[config.mk]
export PLATFORM = sky130hd
export DESIGN_NAME = id_stage
export DESIGN_NICKNAME = d
export VERILOG_FILES = /design/src/rtl/cpu_isa_pkg.sv /design/src/rtl/id_decoder.sv /design/src/rtl/id_stage.sv
export SDC_FILE = /design/constraint.sdc
export NUM_CORES = 1
export LEC_CHECK = 0
export CORE_MARGIN = 5
export CORE_UTILIZATION = 43
export DETAILED_ROUTE_END_ITERATION = 16
export PLACE_DENSITY = 0.93
export SYNTH_ARGS = -nofsm -noshare
export SYNTH_HDL_FRONTEND = slang
export SYNTH_SLANG_ARGS = --single-unit
export TNS_END_PERCENT = 1
[constraint.sdc]
create_clock -name clk -period 4.49 [get_ports clk]
set_clock_uncertainty 0.05 [all_clocks]
set_input_delay 0.898 -clock clk [delete_from_list [all_inputs] [get_ports clk]]
set_output_delay 0.898 -clock clk [all_outputs]
set_load 0.005 [all_outputs]
[src/rtl/cpu_isa_pkg.sv]
// ISA definitions shared by the decode stage: opcodes, field positions, ALU ops, ID/EX control bundle.
package cpu_isa_pkg;

  localparam int ISA_W = 16;

  localparam int OPC_MSB = 15;
  localparam int OPC_LSB = 12;
  localparam int RD_MSB  = 11;
  localparam int RD_LSB  = 8;
  localparam int RS1_MSB = 7;
  localparam int RS1_LSB = 4;
  localparam int RS2_MSB = 3;
  localparam int RS2_LSB = 0;

  localparam logic [3:0] OPC_NOP  = 4'h0;
  localparam logic [3:0] OPC_ADD  = 4'h1;
  localparam logic [3:0] OPC_SUB  = 4'h2;
  localparam logic [3:0] OPC_AND  = 4'h3;
  localparam logic [3:0] OPC_OR   = 4'h4;
  localparam logic [3:0] OPC_XOR  = 4'h5;
  localparam logic [3:0] OPC_SHL  = 4'h6;
  localparam logic [3:0] OPC_SHR  = 4'h7;
  localparam logic [3:0] OPC_ADDI = 4'h8;
  localparam logic [3:0] OPC_LD   = 4'h9;
  localparam logic [3:0] OPC_ST   = 4'hA;
  localparam logic [3:0] OPC_BEQ  = 4'hB;
  localparam logic [3:0] OPC_JMP  = 4'hC;
  localparam logic [3:0] OPC_HALT = 4'hF;

  // Register-register ALU ops share their opcode value so decode is a pass-through.
  typedef enum logic [3:0] {
    ALU_NOP = 4'h0,
    ALU_ADD = 4'h1,
    ALU_SUB = 4'h2,
    ALU_AND = 4'h3,
    ALU_OR  = 4'h4,
    ALU_XOR = 4'h5,
    ALU_SHL = 4'h6,
    ALU_SHR = 4'h7
  } alu_op_e;

  typedef struct packed {
    alu_op_e    alu_op;
    logic [3:0] rd;
    logic       reg_write;
    logic       mem_read;
    logic       mem_write;
    logic       branch;
    logic       jump;
    logic       halt;
    logic       illegal;
  } idex_ctrl_t;

  function automatic logic [ISA_W-1:0] sext_imm4(input logic [3:0] imm);
    return {{(ISA_W-4){imm[3]}}, imm};
  endfunction

endpackage

[src/rtl/id_decoder.sv]
// Combinational instruction decoder: read addresses, source-use flags, control bundle, immediate.
// Latency: none (pure combinational). Backpressure: none; the enclosing stage decides when to use it.
// Sub-module of id_stage.
module id_decoder
  import cpu_isa_pkg::*;
(
  input  logic [ISA_W-1:0] instr,
  output logic [3:0]       rs1,
  output logic [3:0]       rs2,
  output logic             use_rs1,
  output logic             use_rs2,
  output idex_ctrl_t       ctrl,
  output logic [ISA_W-1:0] imm
);

  logic [3:0] opc;
  logic [3:0] f_rd;
  logic [3:0] f_rs1;
  logic [3:0] f_rs2;
  logic       wb;

  assign opc   = instr[OPC_MSB:OPC_LSB];
  assign f_rd  = instr[RD_MSB:RD_LSB];
  assign f_rs1 = instr[RS1_MSB:RS1_LSB];
  assign f_rs2 = instr[RS2_MSB:RS2_LSB];
  assign imm   = sext_imm4(f_rs2);

  always_comb begin
    rs1     = f_rs1;
    rs2     = f_rs2;
    use_rs1 = 1'b0;
    use_rs2 = 1'b0;
    wb      = 1'b0;
    ctrl    = '0;
    ctrl.rd = f_rd;
    case (opc)
      OPC_ADD, OPC_SUB, OPC_AND, OPC_OR, OPC_XOR, OPC_SHL, OPC_SHR: begin
        use_rs1     = 1'b1;
        use_rs2     = 1'b1;
        wb          = 1'b1;
        ctrl.alu_op = alu_op_e'(opc);
      end
      OPC_ADDI: begin
        use_rs1     = 1'b1;
        wb          = 1'b1;
        ctrl.alu_op = ALU_ADD;
      end
      OPC_LD: begin
        use_rs1       = 1'b1;
        wb            = 1'b1;
        ctrl.alu_op   = ALU_ADD;
        ctrl.mem_read = 1'b1;
      end
      OPC_ST: begin
        // Store data comes from the rd field through read port 2.
        rs2            = f_rd;
        use_rs1        = 1'b1;
        use_rs2        = 1'b1;
        ctrl.alu_op    = ALU_ADD;
        ctrl.mem_write = 1'b1;
      end
      OPC_BEQ: begin
        rs1         = f_rd;
        rs2         = f_rs1;
        use_rs1     = 1'b1;
        use_rs2     = 1'b1;
        ctrl.alu_op = ALU_SUB;
        ctrl.branch = 1'b1;
      end
      OPC_JMP: begin
        use_rs1   = 1'b1;
        ctrl.jump = 1'b1;
      end
      OPC_HALT: ctrl.halt = 1'b1;
      OPC_NOP:  ;
      default:  ctrl.illegal = 1'b1;
    endcase
    ctrl.reg_write = wb && (f_rd != 4'd0);
  end

endmodule

[src/rtl/id_stage.sv]
// Decode stage: decodes if_instr, captures operands into the ID/EX register, inserts load-use bubbles, sticky halt.
// Latency: one cycle from acceptance to ex_* outputs.
// Backpressure: id_ready drops on ex_stall, load-use hazard and after HALT; ex_flush overrides all and accepts.
module id_stage
  import cpu_isa_pkg::*;
#(
  parameter int DATA_W = 16,
  parameter int PC_W   = 16
) (
  input  logic              clk,
  input  logic              rst_n,
  input  logic              if_valid,
  input  logic [DATA_W-1:0] if_instr,
  input  logic [PC_W-1:0]   if_pc,
  output logic              id_ready,
  output logic [3:0]        rf_rs1,
  output logic [3:0]        rf_rs2,
  input  logic [DATA_W-1:0] rf_rs1_data,
  input  logic [DATA_W-1:0] rf_rs2_data,
  input  logic              ex_stall,
  input  logic              ex_flush,
  output logic              ex_valid,
  output logic [3:0]        ex_alu_op,
  output logic [3:0]        ex_rd,
  output logic [DATA_W-1:0] ex_rs1_val,
  output logic [DATA_W-1:0] ex_rs2_val,
  output logic [DATA_W-1:0] ex_imm,
  output logic [PC_W-1:0]   ex_pc,
  output logic              ex_reg_write,
  output logic              ex_mem_read,
  output logic              ex_mem_write,
  output logic              ex_branch,
  output logic              ex_jump,
  output logic              ex_illegal,
  output logic              halted
);

  typedef enum logic {RUN, HALTED} state_e;

  state_e           state_q, state_d;
  logic             use_rs1, use_rs2;
  idex_ctrl_t       ctrl;
  logic [ISA_W-1:0] imm;
  logic             hazard;
  logic             load_en;
  logic             take;

  id_decoder u_dec (
    .instr   (if_instr),
    .rs1     (rf_rs1),
    .rs2     (rf_rs2),
    .use_rs1 (use_rs1),
    .use_rs2 (use_rs2),
    .ctrl    (ctrl),
    .imm     (imm)
  );

  assign hazard = if_valid && ex_valid && ex_mem_read && (ex_rd != 4'd0) &&
                  ((use_rs1 && (rf_rs1 == ex_rd)) || (use_rs2 && (rf_rs2 == ex_rd)));

  assign halted = (state_q == HALTED);

  // Priority: flush > stall > hazard > halted > normal issue.
  always_comb begin
    state_d  = state_q;
    id_ready = 1'b0;
    load_en  = 1'b1;
    take     = 1'b0;
    if (ex_flush) begin
      id_ready = 1'b1;
    end else if (ex_stall) begin
      load_en = 1'b0;
    end else if (hazard || state_q == HALTED) begin
      take = 1'b0;
    end else begin
      id_ready = 1'b1;
      if (if_valid) begin
        take = 1'b1;
        if (ctrl.halt) state_d = HALTED;
      end
    end
  end

  always_ff @(posedge clk or negedge rst_n) begin
    if (!rst_n) state_q <= RUN;
    else        state_q <= state_d;
  end

  always_ff @(posedge clk or negedge rst_n) begin
    if (!rst_n) begin
      ex_valid     <= 1'b0;
      ex_alu_op    <= '0;
      ex_rd        <= '0;
      ex_rs1_val   <= '0;
      ex_rs2_val   <= '0;
      ex_imm       <= '0;
      ex_pc        <= '0;
      ex_reg_write <= 1'b0;
      ex_mem_read  <= 1'b0;
      ex_mem_write <= 1'b0;
      ex_branch    <= 1'b0;
      ex_jump      <= 1'b0;
      ex_illegal   <= 1'b0;
    end else if (load_en) begin
      if (take) begin
        ex_valid     <= 1'b1;
        ex_alu_op    <= ctrl.alu_op;
        ex_rd        <= ctrl.rd;
        ex_rs1_val   <= rf_rs1_data;
        ex_rs2_val   <= rf_rs2_data;
        ex_imm       <= imm;
        ex_pc        <= if_pc;
        ex_reg_write <= ctrl.reg_write;
        ex_mem_read  <= ctrl.mem_read;
        ex_mem_write <= ctrl.mem_write;
        ex_branch    <= ctrl.branch;
        ex_jump      <= ctrl.jump;
        ex_illegal   <= ctrl.illegal;
      end else begin
        ex_valid     <= 1'b0;
        ex_alu_op    <= '0;
        ex_rd        <= '0;
        ex_rs1_val   <= '0;
        ex_rs2_val   <= '0;
        ex_imm       <= '0;
        ex_pc        <= '0;
        ex_reg_write <= 1'b0;
        ex_mem_read  <= 1'b0;
        ex_mem_write <= 1'b0;
        ex_branch    <= 1'b0;
        ex_jump      <= 1'b0;
        ex_illegal   <= 1'b0;
      end
    end
  end

endmodule

# ---- Word level (Yosys, flattened, before mapping)
# Cells that the tools add are included.
dict set report word_totals {
  ff_bits 80
  inputBits 69
}
dict set report classes {
  eq_ne 15
  mux 34
  n_bitwise 3
  reduce_logical 19
}
# op n
set op_table {}
lappend op_table {{16-bit 2-to-1 mux} 4}
lappend op_table {{1-bit 2-to-1 mux} 25}
lappend op_table {{4-bit equality test (second input constant)} 6}
lappend op_table {{9-bit OR reduction} 2}
lappend op_table {{4-bit by 3-bit equality test with 1-bit output (second input constant)} 4}
lappend op_table {{14-bit OR reduction} 1}
lappend op_table {{4-bit 2-to-1 mux} 3}
lappend op_table {{4-bit case mux with 3 select lines} 1}
lappend op_table {{12-bit OR reduction} 1}
lappend op_table {{4-bit by 2-bit equality test with 1-bit output (second input constant)} 2}
lappend op_table {{4-bit equality test} 2}
lappend op_table {{4-bit case mux with 2 select lines} 1}
lappend op_table {{4-bit nonzero test} 2}
lappend op_table {{1-bit logical AND} 7}
lappend op_table {{7-bit OR reduction} 1}
lappend op_table {{5-bit AND reduction} 1}
lappend op_table {{4-bit by 1-bit equality test with 1-bit output (second input constant)} 1}
lappend op_table {{4-bit logical NOT} 1}
lappend op_table {{1-bit inverter} 3}
lappend op_table {{3-bit OR reduction} 1}
lappend op_table {{1-bit logical OR} 2}

# ---- Logic depth before layout (Yosys ltp)
dict set report depth {
  ltp_word 11
  ltp_mapped 8
  depth_no_buf 6
}

# ---- Modules after synthesis
# From an unflattened synthesis, not the netlist that was laid out.
dict set report unflattened {
  cells_unflattened 264
  area_unflattened_um2 3518.4
}
# mod n_inst cells_per_inst area_per_inst_um2 seq_area_each_um2
set modules_own_cells {}
lappend modules_own_cells {id_stage 1 199 2954.1 2001.9}
lappend modules_own_cells {id_decoder 1 65 564.3 0.0}

# ---- Worst setup path before layout
# Ideal clock, no wire load.
dict set report synth_timing {
  path_type {in2out}
  startpoint {in if_instr[14]}
  endpoint {out id_ready}
  t_arrival_ns 2.293
  required_time_ns 3.542
  setup_slack_ns 1.249
  stages 6
  cell_sequence {buf_6 nand4b_4 a221o_1 a211o_1 o41ai_4 o21bai_1}
}
dict set report synth_via {
  elab_chain_len 10
}
# element line
set synth_rtl {}
lappend synth_rtl {{start, declared} id_stage.sv:13} ;# input logic [DATA_W-1:0] if_instr,
lappend synth_rtl {{4-bit equality test, or another cell as far along} id_decoder.sv:36} ;# case (opc)
lappend synth_rtl {{4-bit case mux with 2 select lines, or another cell as far along} id_decoder.sv:36}
lappend synth_rtl {{4-bit equality test or 1-bit 2-to-1 mux (tied branches)} {id_stage.sv:59, id_decoder.sv:36}}
lappend synth_rtl {{1-bit logical AND} id_stage.sv:59} ;# ((use_rs1 && (rf_rs1 == ex_rd)) || (use_rs2 && (rf_rs2 == ex_rd)));
lappend synth_rtl {{1-bit logical OR *} id_stage.sv:59}
lappend synth_rtl {{1-bit logical AND *} id_stage.sv:58} ;# assign hazard = if_valid && ex_valid && ex_mem_read && (ex_rd != 4'd0) &&
lappend synth_rtl {{1-bit logical OR *} id_stage.sv:73} ;# end else if (hazard || state_q == HALTED) begin
lappend synth_rtl {{1-bit 2-to-1 mux *} id_stage.sv:73}
lappend synth_rtl {{1-bit 2-to-1 mux *} id_stage.sv:71} ;# end else if (ex_stall) begin
lappend synth_rtl {{1-bit 2-to-1 mux *} id_stage.sv:69} ;# if (ex_flush) begin
lappend synth_rtl {{end, declared} id_stage.sv:15} ;# output logic id_ready,
# Every way passes the cells marked *; elsewhere a longest branch is shown, timed or not.

# ---- Worst setup path after layout
# Same ends and word-level chain as after synthesis.

==> reports/results.tsv <==
metric	value	unit
Setup TNS	0	ps
Hold Crit Class	reg2reg	
endpoints failing hold	0	
main area contributors after synthesis	dfrtp_1 54%, a22o_1 10%, a22o_2 8.0%	
register area	0.00170	mm2
Critical Path, Cell by Cell	clkdlybuf4s50_1, nand4b_4, a221o_1, a211o_1, o41ai_4, o21bai_1, clkdlybuf4s50_1	
Leak	2.18	nW
Final Max Tran Viols	0	
critical path class	in2out	
worst vdd ir	0.165	mV
Clock Latency Late Sink	340	ps
ant diodes	0	
syn_area_per_cell	12.6	um2
syn nets	318	
vias in the first global route	2909	
Max Buffers Root-to-Sink	2	
# IOs	158	
post-synth top area share	54.2	%
post-CTS resize count	0	
hold buffers post-CTS	0	
DRT antenna net count	0	
WL/cell	18.5	um
Rel. slew slack	50.7	%
CTS root buf	clkbuf_8	
final setup violating endpoints	0	
Detailed Routing Iterations Pass 1	4	
EDFF count, synth	0	
Final Power	1.54	mW
DP HPWL	6810	um
Port Buffers	157	
slowest stage delay, CP	580	ps
Vias	2687	
CTS tree	done	
cell taking the most area after synthesis	dfrtp_1	
Die W	95.5	um
Most used DFF post-synth	dfrtp_1	
Synth cell types	46	
first-pass GRT wire length	14700	um
CP Max Fanout	10	
Mapped Area	0.00314	mm2
gr ovfl total	0	
largest net degree at the start of global routing	64	
Tcrit/Tclk final	94.3	%
Die Y	95.5	um
post-CTS setup repair buffer count	0	
Worst EP required	3540	ps
# H-tree levels	3	
Site Rows	31	
final net count	461	
layout cells sized above 1	14.4	%
Starting Density	43.8	%
power per cell area	311	mW/mm2
crit path time final	4240	ps
initial antenna violation count	0	
cells after synthesis	249	
crit end category	output pin	
clock-pin slew on the worst setup and hold paths	70	ps
WHS	444	ps
GRT Overall Usage	21.1	%
Ys Warns	0	
f_max	0.236	GHz
CP arrival	3290	ps
routed wire length	9170	um
GPL Wtd Cong	0.877	
die footprint	0.00912	mm2
Slew @ Worst Pin	740	ps
outcome	completed	
# clock sinks	68	
Residual DRC	0	
fillers	540	
Iteration-0 DRC Markers	123	
multi-input logic area	0.00119	mm2
slowest cell on the critical path	clkdlybuf4s50_1	
Async S/R FF share, synth	100	%
number of CTS-inserted buffers	9	
Area growth, synth to finish	57.1	%
RSZ-0062 raised after global routing	no	
Yosys reg bits	68	
core area	0.00718	mm2
sequential-to-total area share from yosys stat	54.2	%
DR vias/cell	5.42	
Most common cell on crit path	clkdlybuf4s50_1	
crit path launch type	input port	
Max-cap violations	0	
final core occ	68.8	%
## kinds of logic (layout without fill, tap and decap cells)
family / count (synthesis) / after routing / synth area share [%]
AOI/OAI and AO/OA: 91 / 91 / 26.0
muxes: 7 / 7 / 2.43
buffers and inverters: 41 / 189 / 8.32
xor gates and xnor gates: 7 / 7 / 1.95
DFF: 68 / 68 / 54.2
and+or+nand+nor: 35 / 35 / 7.09
## path summary, 6_finish.rpt
check / from / to / slack (ps) / cells after the start
setup reg to reg: ex_rd[1] / ex_alu_op[1] / 1890 / 8
hold / removal: ex_alu_op[3] / ex_alu_op[3] / 440 / 1
setup / recovery: if_instr[14] / id_ready / 250 / 7
max in group asynchronous: rst_n / ex_rs1_val[3] / 2910 / 2
min in group asynchronous: rst_n / ex_rs1_val[12] / 570 / 1
hold reg to reg: ex_alu_op[3] / ex_alu_op[3] / 440 / 1
## Yosys cell counts, types with 2 or more instances
cell type   n
dfrtp_1    68
a22o_1     36
a22o_2     25
buf_4      14
clkbuf_1    9
inv_1       9
nand2_1     9
buf_6       7
nor2_1      6
o21ai_0     6
a32o_1      5
mux2i_1     5
xnor2_1     4
a21oi_1     3
and2_1      3
nand2b_1    3
nor2b_1     3
xor2_1      3
buf_2       2
nor3_1      2
o22ai_1     2
## cell type report
type,count,area share [%]
flip-flops and latches,68,34.5
repair buffers,164,33.1
multi-input cells,140,24.0
clock buffers,11,3.07
well taps,99,2.51
clock inverters,5,2.18
inverters,9,0.684
## worst max-delay path: cells and delay by family
kind            cells  cell delay, ps
buf+inv             2            1030
simple gates        1             340
compound gates      4            1020
## report_power, final
part / total, mW / internal (mW) / switching [mW] / leakage (nW)
registers: 0.653 / 0.635 / 0.0179 / 0.929
logic: 0.248 / 0.150 / 0.0980 / 1.12
clock network: 0.637 / 0.401 / 0.235 / 0.130
## registers in the layout, summed over array words and instances, names as in the netlist
name	cells
ex_branch	1
ex_imm	4
ex_mem_read	1
halted	1
ex_mem_write	1
ex_valid	1
ex_rd	4
ex_illegal	1
ex_rs1_val	16
ex_reg_write	1
ex_rs2_val	16
ex_alu_op	4
ex_jump	1
ex_pc	16
## layout by cell type, fill, tap and decap left out, types with 2 or more instances in the layout
master             n
dfrtp_1           68
a22o_1            36
clkbuf_8          11
clkdlybuf4s50_1  156
a21oi_1            3
o21ai_0            6
and2_1             3
clkinv_4           2
nor3_1             2
buf_4              6
o22ai_1            2
nand2_1            9
xor2_1             3
a32o_1             5
xnor2_1            4
nand2b_1           3
a22o_2            25
nor2_1             6
inv_1              9
mux2i_1            5
bufinv_16          3
nor2b_1            2
## routing by layer
layer / share of wire (%) / wire length [um] / track usage, % / up-vias
met5: 0 / 0 / 0 / -
met4: 2.4 / 221 / 9.48 / 0
met3: 9.8 / 899 / 7.18 / 20
met2: 47 / 4340 / 33.2 / 140
met1: 40 / 3710 / 26.2 / 1316
li1: - / - / - / 1211
## per-stage QoR
step                      setup WS, ps  std cells  instance area (um2)
final                              255        496                 4940
after global routing               144        496                 4940
after CTS                          252        496                 4940
after detailed placement           256        480                 4680
after global placement             320        480                 4680
after floorplan                   1250        249                 3140
Power figures use the tool's default switching activity.
==> patch, RTL diff (same settings) <==
Make the reset (`rst_n`) synchronous in 2 clocked blocks.
--- a/src/rtl/id_stage.sv
+++ b/src/rtl/id_stage.sv
@@ -81,12 +81,12 @@
     end
   end
 
-  always_ff @(posedge clk or negedge rst_n) begin
+  always_ff @(posedge clk) begin
     if (!rst_n) state_q <= RUN;
     else        state_q <= state_d;
   end
 
-  always_ff @(posedge clk or negedge rst_n) begin
+  always_ff @(posedge clk) begin
     if (!rst_n) begin
       ex_valid     <= 1'b0;
       ex_alu_op    <= '0;
Check against the original RTL: differs if rst_n is asserted again (counterexample within 4 cycles, from zero or initial values and one cycle with rst_n low); with rst_n held inactive, the same outputs for 10 cycles.
==> patch against the unedited design <==
Total power down 11%. Cell count rose by 0.60%. Combinational power down 29%. Worst setup slack worse by 0.033 ns. Design area fell by 6.6%. Routed wire length decreased by 4.8%. Synthesized area decreased by 4.5%. Sequential cell count did not move. Synthesized cell count up 5.2%. Sequential share of layout area fell by 4.9 points. Global-route usage is 1.3 points lower. Count of clock-buffer cells in the layout unchanged. Largest power group unchanged.
==> patch: results (changes against the unedited design) <==
Status
  • Status: complete, no violations (unchanged)

Placed design
  • Place WS: 0.225 ns (was 0.256 ns)
  • Port bufs: 157 (unchanged)
  • DP Area: 4370 um^2 (was 4680 um^2)
  • Routability Congestion: 0.884 (was 0.877)
  • Placed insts: 483 (was 480)
  • Detailed Place HPWL: 6.45 mm (was 6.81 mm)

Global route
  • Gr usage total: 19.8% (was 21.1%)
  • Met2 Track Usage GR: 34.3% (was 33.2%)
  • Met3 Use GR: 8.69% (was 7.18%)
  • Met1 Resource Use GR: 21.0% (was 26.2%)
  • Vias in the first global route: 2767 (was 2909)

Power and ir drop
  • Leak: 1.67 nW (was 2.18 nW)
  • Net Sw Frac: 21.9% (was 22.8%)
  • Combinational power: 0.177 mW (was 0.248 mW)
  • Worst IR Drop VDD: 0.221 mV (was 0.165 mV)
  • P_sw: 0.300 mW (was 0.351 mW)

Finish
  • Clock buf/inv share: 5.10% (was 5.25%)
  • Fill cells: 533 (was 540)
  • Post-layout util: 67.8% (was 68.8%)
  • Fin nets: 467 (was 461)
  • Non-clock buffers: 165 (was 164)
  • Multi-input comb cells: 148 (was 140)
  • Multi-input logic area: 1240 um^2 (was 1190 um^2)
  • Antenna diodes: 0 (unchanged)
  • Fraction of layout cells with a size suffix above 1: 8.93% (was 14.4%)

Timing
  • Actual slew at the worst max-slew pin: 0.936 ns (was 0.740 ns)
  • Hold WS: 0.416 ns (was 0.444 ns)

Yosys
  • Top cells by count, synth: dfxtp_1 (68), a32o_1 (63), buf_4 (14), nand2_1 (13), buf_6 (9) (was dfrtp_1 (68), a22o_1 (36), a22o_2 (25), buf_4 (14))
  • Post-synth ARST share: 0% (was 100%)
  • Synth unique cells: 48 (was 46)
  • Register area share after synthesis: 45.4% (was 54.2%)
  • Synth top area cells: dfxtp_1 (45%), a32o_1 (21%), buf_4 (3.5%) (was dfrtp_1 (54%), a22o_1 (10%), a22o_2 (8.0%))
  • Synthesized cell area: 3000 um^2 (was 3140 um^2)
  • Syn Nets: 331 (was 318)

Critical path
  • Worst r2r dst: ex_rs2_val[12] (was ex_alu_op[1])
  • CP max FO: 7 (was 10)
  • Crit. Startpoint: if_instr[12] (was if_instr[14])
  • Reg2reg path depth: 6 (was 8)
  • Worst flop-to-flop path startpoint: ex_rd[1] (unchanged)
  • Flop2flop setup slack: 2.28 ns (was 1.89 ns)
  • Worst path arrival time: 3.32 ns (was 3.29 ns)

Hold path
  • Hold Path Sink: ex_rs1_val[9] (was ex_alu_op[3])
  • Hold Startpoint: ex_rs1_val[9] (was ex_alu_op[3])

Route
  • WL met1: 3.24 mm (was 3.71 mm)
  • Via count: 2711 (was 2687)
  • Metal2 WL: 4.58 mm (was 4.34 mm)
  • Post-Route WL: 8.73 mm (was 9.17 mm)
  • Met3 WL: 730 um (was 899 um)
  • DRT iter0 DRCs: 150 (was 123)
[patch: cell count changes after synthesis, moves of 3 or more]
cell      change
nand2_1       +4
xor2_1        +3
nand3_1       +4
dfrtp_1      -68
clkbuf_1      -4
clkbuf_8      +3
inv_1         -3
a22o_1       -33
dfxtp_1      +68
o21ai_0       -4
a22o_2       -24
a32o_1       +58
buf_8         +7
[patch: worst max-delay path by stage]
| stage | end | slack (ns) | depth (start not counted) |
|---|---|---|---|
| global route | id_ready | 0.17 | 8 |
| finish | id_ready | 0.22 | 8 |
| detailed placement | id_ready | 0.22 | 8 |
| CTS | id_ready | 0.23 | 8 |
| floorplan | id_ready | 1.23 | 9 |
| global placement | id_ready | 0.30 | 7 |
[patch: cell families after synthesis]
| family | Yosys count | share of synthesized area, % |
|---|---|---|
| compound gates | 86 | 27.2 |
| xor+xnor | 11 | 3.46 |
| simple gates | 45 | 8.09 |
| flops | 68 | 45.4 |
| buf+inv | 46 | 13.5 |
| mux | 6 | 2.46 |
